## config.mk

```make
export PLATFORM = sky130hd
export DESIGN_NAME = condition_tracker
export DESIGN_NICKNAME = d
export VERILOG_FILES = /design/src/rtl/condition_pkg.sv /design/src/rtl/sat_accumulator.sv /design/src/rtl/condition_tracker.sv
export SDC_FILE = /design/constraint.sdc
export NUM_CORES = 1
export LEC_CHECK = 0
export ABC_AREA = 1
export CAP_MARGIN = 20
export CORE_MARGIN = 8
export CORE_UTILIZATION = 30
export CTS_CLUSTER_DIAMETER = 120
export CTS_CLUSTER_SIZE = 10
export DETAILED_ROUTE_END_ITERATION = 16
export PLACE_DENSITY = 0.63
export SKIP_LAST_GASP = 1
export SLEW_MARGIN = 40
export SYNTH_ARGS = -nofsm -noshare
export SYNTH_HDL_FRONTEND = slang
export SYNTH_SLANG_ARGS = --single-unit
```

## constraint.sdc

```tcl
create_clock -name clk -period 1.7 [get_ports clk]
set_clock_uncertainty 0.05 [all_clocks]
set_input_delay 0.51 -clock clk [delete_from_list [all_inputs] [get_ports clk]]
set_output_delay 0.51 -clock clk [all_outputs]
set_load 0.02 [all_outputs]
```

## src/rtl/condition_pkg.sv

```systemverilog
// Shared types for the condition tracker: FSM state encoding and a counter-width helper.
package condition_pkg;

    typedef enum logic [1:0] {
        IDLE    = 2'd0,
        ONSET   = 2'd1,
        ACTIVE  = 2'd2,
        RECOVER = 2'd3
    } state_t;

    // Bits needed to count 0..n, never narrower than one bit.
    function automatic int cnt_w(input int n);
        return (n < 1) ? 1 : $clog2(n + 1);
    endfunction

endpackage

```

## src/rtl/sat_accumulator.sv

```systemverilog
// Saturating WIDTH-bit condition accumulator: setval load, inc/dec by 1 or FAST_STEP.
module sat_accumulator #(
    parameter int WIDTH       = 9,
    parameter int DEFAULT_VAL = 128,
    parameter int SET_VAL     = 128,
    parameter int FAST_STEP   = 4
) (
    input  logic             clk,
    input  logic             rst_n,
    input  logic             inc,
    input  logic             dec,
    input  logic             fast,
    input  logic             setval,
    output logic [WIDTH-1:0] level
);

    localparam logic [WIDTH:0]   MAX_L  = {1'b0, {WIDTH{1'b1}}};
    localparam logic [WIDTH:0]   FAST_L = (WIDTH + 1)'(FAST_STEP);
    localparam logic [WIDTH:0]   ONE_L  = (WIDTH + 1)'(1);
    localparam logic [WIDTH-1:0] SET_L  = WIDTH'(SET_VAL);
    localparam logic [WIDTH-1:0] DEF_L  = WIDTH'(DEFAULT_VAL);

    logic [WIDTH:0]   step;
    logic [WIDTH:0]   sum;
    logic [WIDTH-1:0] next_level;

    // One spare bit on the sum exposes overflow so saturation is a plain compare.
    always_comb begin
        // NOTE: every always_comb output gets a default first so no path can infer a latch.
        step       = fast ? FAST_L : ONE_L;
        sum        = {1'b0, level} + step;
        next_level = level;
        if (setval) begin
            next_level = SET_L;
        end else if (inc && !dec) begin
            next_level = (sum > MAX_L) ? MAX_L[WIDTH-1:0] : sum[WIDTH-1:0];
        end else if (dec && !inc) begin
            next_level = ({1'b0, level} < step) ? '0 : level - step[WIDTH-1:0];
        end
    end

    // NOTE: sequential state uses non-blocking assignments so all registers update together.
    always_ff @(posedge clk or negedge rst_n) begin
        if (!rst_n) level <= DEF_L;
        else        level <= next_level;
    end

endmodule

```

## src/rtl/condition_tracker.sv

```systemverilog
// Condition accumulator plus debounced, hysteretic active flag with minimum hold,
// onset/recovery pulses and a saturating episode count.
module condition_tracker
    import condition_pkg::*;
#(
    parameter int WIDTH       = 9,
    parameter int DEFAULT_VAL = 128,
    parameter int SET_VAL     = 128,
    parameter int FAST_STEP   = 4,
    parameter int ENTER_THR   = 384,
    parameter int EXIT_THR    = 127,
    parameter int DWELL       = 1,
    parameter int MIN_HOLD    = 0,
    parameter int EPI_W       = 8
) (
    input  logic             clk,
    input  logic             rst_n,
    input  logic             inc,
    input  logic             dec,
    input  logic             fast,
    input  logic             setval,
    input  logic             clr_episodes,
    output logic [WIDTH-1:0] level,
    output logic             active,
    output logic             onset_p,
    output logic             recover_p,
    output logic [1:0]       state,
    output logic [EPI_W-1:0] episodes
);

    localparam int DW = cnt_w(DWELL);
    localparam int HW = cnt_w(MIN_HOLD);

    localparam logic [WIDTH-1:0] ENTER_L  = WIDTH'(ENTER_THR);
    localparam logic [WIDTH-1:0] EXIT_L   = WIDTH'(EXIT_THR);
    localparam logic [DW-1:0]    DWELL_M1 = DW'(DWELL - 1);
    localparam logic [HW-1:0]    HOLD_L   = HW'(MIN_HOLD);

    state_t          state_q, state_d;
    logic [DW-1:0]   dcnt_q, dcnt_d;
    logic [HW-1:0]   hcnt_q, hcnt_d;
    logic            onset_d, recover_d;
    logic            qual_on, qual_off, last_sample, hold_met;

    sat_accumulator #(
        .WIDTH      (WIDTH),
        .DEFAULT_VAL(DEFAULT_VAL),
        .SET_VAL    (SET_VAL),
        .FAST_STEP  (FAST_STEP)
    ) u_acc (
        .clk   (clk),
        .rst_n (rst_n),
        .inc   (inc),
        .dec   (dec),
        .fast  (fast),
        .setval(setval),
        .level (level)
    );

    assign qual_on     = (level >= ENTER_L);
    assign qual_off    = (level <= EXIT_L);
    assign last_sample = (dcnt_q == DWELL_M1);   // this sample completes the dwell
    assign hold_met    = (hcnt_q >= HOLD_L);

    always_comb begin
        state_d   = state_q;
        dcnt_d    = dcnt_q;
        hcnt_d    = hcnt_q;
        onset_d   = 1'b0;
        recover_d = 1'b0;
        if ((state_q == ACTIVE || state_q == RECOVER) && hcnt_q != HOLD_L)
            hcnt_d = hcnt_q + HW'(1);
        case (state_q)
            IDLE: begin
                dcnt_d = '0;
                hcnt_d = '0;
                if (qual_on) begin
                    if (last_sample) begin
                        state_d = ACTIVE;
                        onset_d = 1'b1;
                    end else begin
                        state_d = ONSET;
                        dcnt_d  = DW'(1);
                    end
                end
            end
            ONSET: begin
                if (!qual_on) begin
                    state_d = IDLE;
                    dcnt_d  = '0;
                end else if (last_sample) begin
                    state_d = ACTIVE;
                    dcnt_d  = '0;
                    hcnt_d  = '0;
                    onset_d = 1'b1;
                end else begin
                    dcnt_d = dcnt_q + DW'(1);
                end
            end
            ACTIVE: begin
                if (qual_off && hold_met) begin
                    if (last_sample) begin
                        state_d   = IDLE;
                        dcnt_d    = '0;
                        recover_d = 1'b1;
                    end else begin
                        state_d = RECOVER;
                        dcnt_d  = dcnt_q + DW'(1);
                    end
                end
            end
            RECOVER: begin
                // A non-qualifying sample restarts the dwell but keeps the hold already served.
                if (!qual_off) begin
                    state_d = ACTIVE;
                    dcnt_d  = '0;
                end else if (last_sample) begin
                    state_d   = IDLE;
                    dcnt_d    = '0;
                    recover_d = 1'b1;
                end else begin
                    dcnt_d = dcnt_q + DW'(1);
                end
            end
            default: state_d = IDLE;
        endcase
    end

    always_ff @(posedge clk or negedge rst_n) begin
        if (!rst_n) begin
            state_q   <= IDLE;
            dcnt_q    <= '0;
            hcnt_q    <= '0;
            onset_p   <= 1'b0;
            recover_p <= 1'b0;
        end else begin
            state_q   <= state_d;
            dcnt_q    <= dcnt_d;
            hcnt_q    <= hcnt_d;
            onset_p   <= onset_d;
            recover_p <= recover_d;
        end
    end

    // Clear wins over counting, except that an onset in the same cycle still counts as one.
    always_ff @(posedge clk or negedge rst_n) begin
        if (!rst_n)
            episodes <= '0;
        else if (clr_episodes)
            episodes <= onset_d ? EPI_W'(1) : '0;
        else if (onset_d && episodes != {EPI_W{1'b1}})
            episodes <= episodes + EPI_W'(1);
    end

    assign active = (state_q == ACTIVE) || (state_q == RECOVER);
    assign state  = state_q;

endmodule

```

==> flow_summary.json <==
{
  "vias_per_cell": 4.625,
  "num_vias": 1739,
  "postRouteAntennaNets": 0,
  "max_freq_mhz": 598.8,
  "drt_first_pass_iters": 4,
  "cap_violations": 0,
  "port-buffer-count": 28,
  "layout_commonest_cell": "nand2_1",
  "required_ns": 1.85,
  "grt_pass1_vias": 1805,
  "synth_area_sq_um": 1703,
  "numCtsBuffers": 3,
  "worstSetupEndpointType": "flop",
  "start_util_pct": 30.92,
  "seq_area_frac_synth_pct": 32.40,
  "min_path_cells": 2,
  "start_kind": "input port",
  "synth_cells": 241,
  "leakagePower_uw": 0.001295,
  "yosys_warnings": 0,
  "wl_per_cell_microns": 12.26,
  "clkLatencyLatePin_ns": 0.27,
  "grt_pass1_wl_mm": 8.273,
  "pin_count": 29,
  "cts_htree_levels": 1,
  "rsz0062_at_grt": "yes",
  "status": "complete, no violations",
  "cp_slowest_cell": "ha_4",
  "hold_viol_final": 0,
  "slew_headroom_pct": 78.78,
  "r2r_slack_ns": 0.06,
  "path_clk_slew_ns": 0.09,
  "cts.path.max_buffers": 2,
  "place_hpwl_mm": 3.437,
  "path_class": "input port to flop",
  "min_from": "episodes[4]",
  "cts-root-buf": "clkbuf_8",
  "drc": 0,
  "place_congestion": 0.8714,
  "reg2reg_to": "u_acc.level[3]",
  "power_uw": 2549,
  "first_iter_violations": 83,
  "r2r-start": "u_acc.level[0]",
  "antenna_found_initial": 0,
  "ys_ff_latch": 22,
  "slew_viol_final": 0,
  "drive_gt1_share_pct": 29.28,
  "ctsHoldBuffers": 0,
  "power_density_nw_per_um2": 1008,
  "placementRows": 27,
  "die_w_microns": 91.34,
  "synth_cell_types": 28,
  "cp_cell_sequence": "buf_2 -> inv_4 -> buf_4 -> ha_4 -> inv_4 -> nand3_4 -> nand2_4 -> nand3_4 -> o21ai_2 -> nand3_1 -> o21ai_1",
  "fp.dieH_microns": 91.34,
  "grt_max_degree": 23,
  "rr_worst_depth": 11,
  "core_area_sq_um": 5507,
  "fin_util_pct": 45.92,
  "syn2layout_area_growth_pct": 48.49,
  "cts_tree": "done",
  "final_cell_mix": "70 x nand2_1, 32 x buf_4, 26 x inv_1",
  "fin_crit_ns": 1.670,
  "vdd_ir_drop_max_mv": 0.3702,
  "finalNetCount": 319,
  "syn_nets": 255,
  "clock-sinks": 22,
  "hold_path_end": "episodes[4]",
  "worst_pin_slew_ns": 0.3180,
  "cp_max_fo": 5,
  "totalWireLength_mm": 4.610,
  "hold_class": "flop to flop",
  "post-route-period-util_pct": 98.23,
  "diodes": 0,
  "crit_arrival_ns": 1.82,
  "syn_avg_cell_area_sq_um": 7.066,
  "die-area_sq_um": 8343,
  "setup_viol": 0,
  "track_usage_pct": 11.91,
  "cpPeakStageDelay_ns": 0.26,
  "grt.overflow.total": 0
}
[how the worst max path moves through the flow]
| stage | startpoint | endpoint | slack, ns | cells after the start |
|---|---|---|---|---|
| 4_1_cts | u_acc.level[0] | level[0] | 0.01 | 2 |
| 2_1_floorplan | fast | u_acc.level[3] | 0.007 | 12 |
| 3_5_place_dp | fast | u_acc.level[0] | -0.68 | 10 |
| 3_3_place_gp | fast | u_acc.level[0] | -0.68 | 10 |
| 6_report | fast | u_acc.level[0] | 0.03 | 11 |
| 5_1_grt | u_acc.level[0] | u_acc.level[5] | -0.09 | 12 |
[state kept, by name, indices dropped and copies added, names as in the netlist]
name	flops
episodes	8
recover_p	1
u_acc.level	9
onset_p	1
dcnt_q	1
state	2
[worst max-delay path: cells and delay by family]
kind,cells,cell delay [ns]
AO/OA/AOI/OAI,2,0.26
adder cells (fa/ha/maj),1,0.26
buffers and inverters,4,0.37
AND/OR/NAND/NOR,4,0.40
[layout make-up]
class	count	area [sq um]
Tap cell	72	90.09
Timing Repair Buffer	62	525.5
Inverter	34	137.6
Clock inverter	1	30.03
Sequential cell	22	551.8
Clock buffer	3	41.29
Multi-Input combinational cell	182	1152
Fill cell	572	2978
[layer usage]
metal / global-route usage, % / up-vias / routed length [microns]
li1: - / 895 / -
met1: 14.53 / 806 / 2046
met2: 20.37 / 33 / 2283
met3: 2.963 / 5 / 236
met4: 3.001 / 0 / 44
met5: 0 / - / 0
[through the flow]
| stage | worst slack, ns | std cells | hold slack, ns | TNS, ns | area [sq um] |
|---|---|---|---|---|---|
| 6_report | 0.03005 | 376 | 0.5074 | 0 | 2529 |
| 5_1_grt | -0.09401 | 376 | 0.5286 | -0.3771 | 2529 |
| 4_1_cts | 0.01170 | 375 | 0.5081 | 0 | 2464 |
| 3_5_place_dp | -0.6789 | 369 | 0.4897 | -5.683 | 2325 |
| 3_3_place_gp | -0.6783 | 369 | 0.4865 | -5.531 | 2325 |
| 2_1_floorplan | 0.006876 | 241 | 0.1644 | 0 | 1723 |
[power breakdown]
group	leakage, uW	internal (uW)	total [uW]	switching [uW]
logic	0.000966	559	1360	806
clock network	0.0000357	315	505	190
registers	0.000293	611	680	69.0
total	0.00129	1480	2550	1060
[cells by family after synthesis]
logic type                 synth area share [%]
xor gates and xnor gates                  4.629
DFF                                       32.40
AOI/OAI and AO/OA                         8.009
buffers and inverters                     9.184
and+or+nand+nor                           40.63
adders and majority gates                 5.143
[repair_timing]
action | CTS | global route
pin swaps | 9 | 15
setup endpoints to repair | 31 | 15
buffers inserted | 2 | 1
resized for setup | 44 | 18
cloned | 0 | 0
[synthesized netlist by cell type]
library cell  instances  area share [%]
nor2_1               14             3.1
nor2_8                1             1.2
ha_1                  7             5.1
xnor2_1               1            0.51
o21ai_1               4             1.2
nor3_1                2            0.59
nor2_2                3             1.1
clkbuf_1              1            0.22
o21ai_0              10             2.9
nand2_2               5             1.8
dfrtp_1              21              31
nand3b_1              1            0.44
buf_6                 2             1.3
nor2_4                2             1.3
a21oi_2               1            0.51
o21ai_2               2             1.0
nand4_1               5             1.8
nand3_1              26             7.6
nand2_4               3             2.0
inv_2                 4            0.88
inv_4                 1            0.37
nor3_4                2             1.9
xor2_1                8             4.1
nand2_1              75              17
dfstp_2               1             1.5
inv_1                29             6.4
nand3_2               2             1.2
a21oi_1               8             2.4
Power figures use the tool's default switching activity.
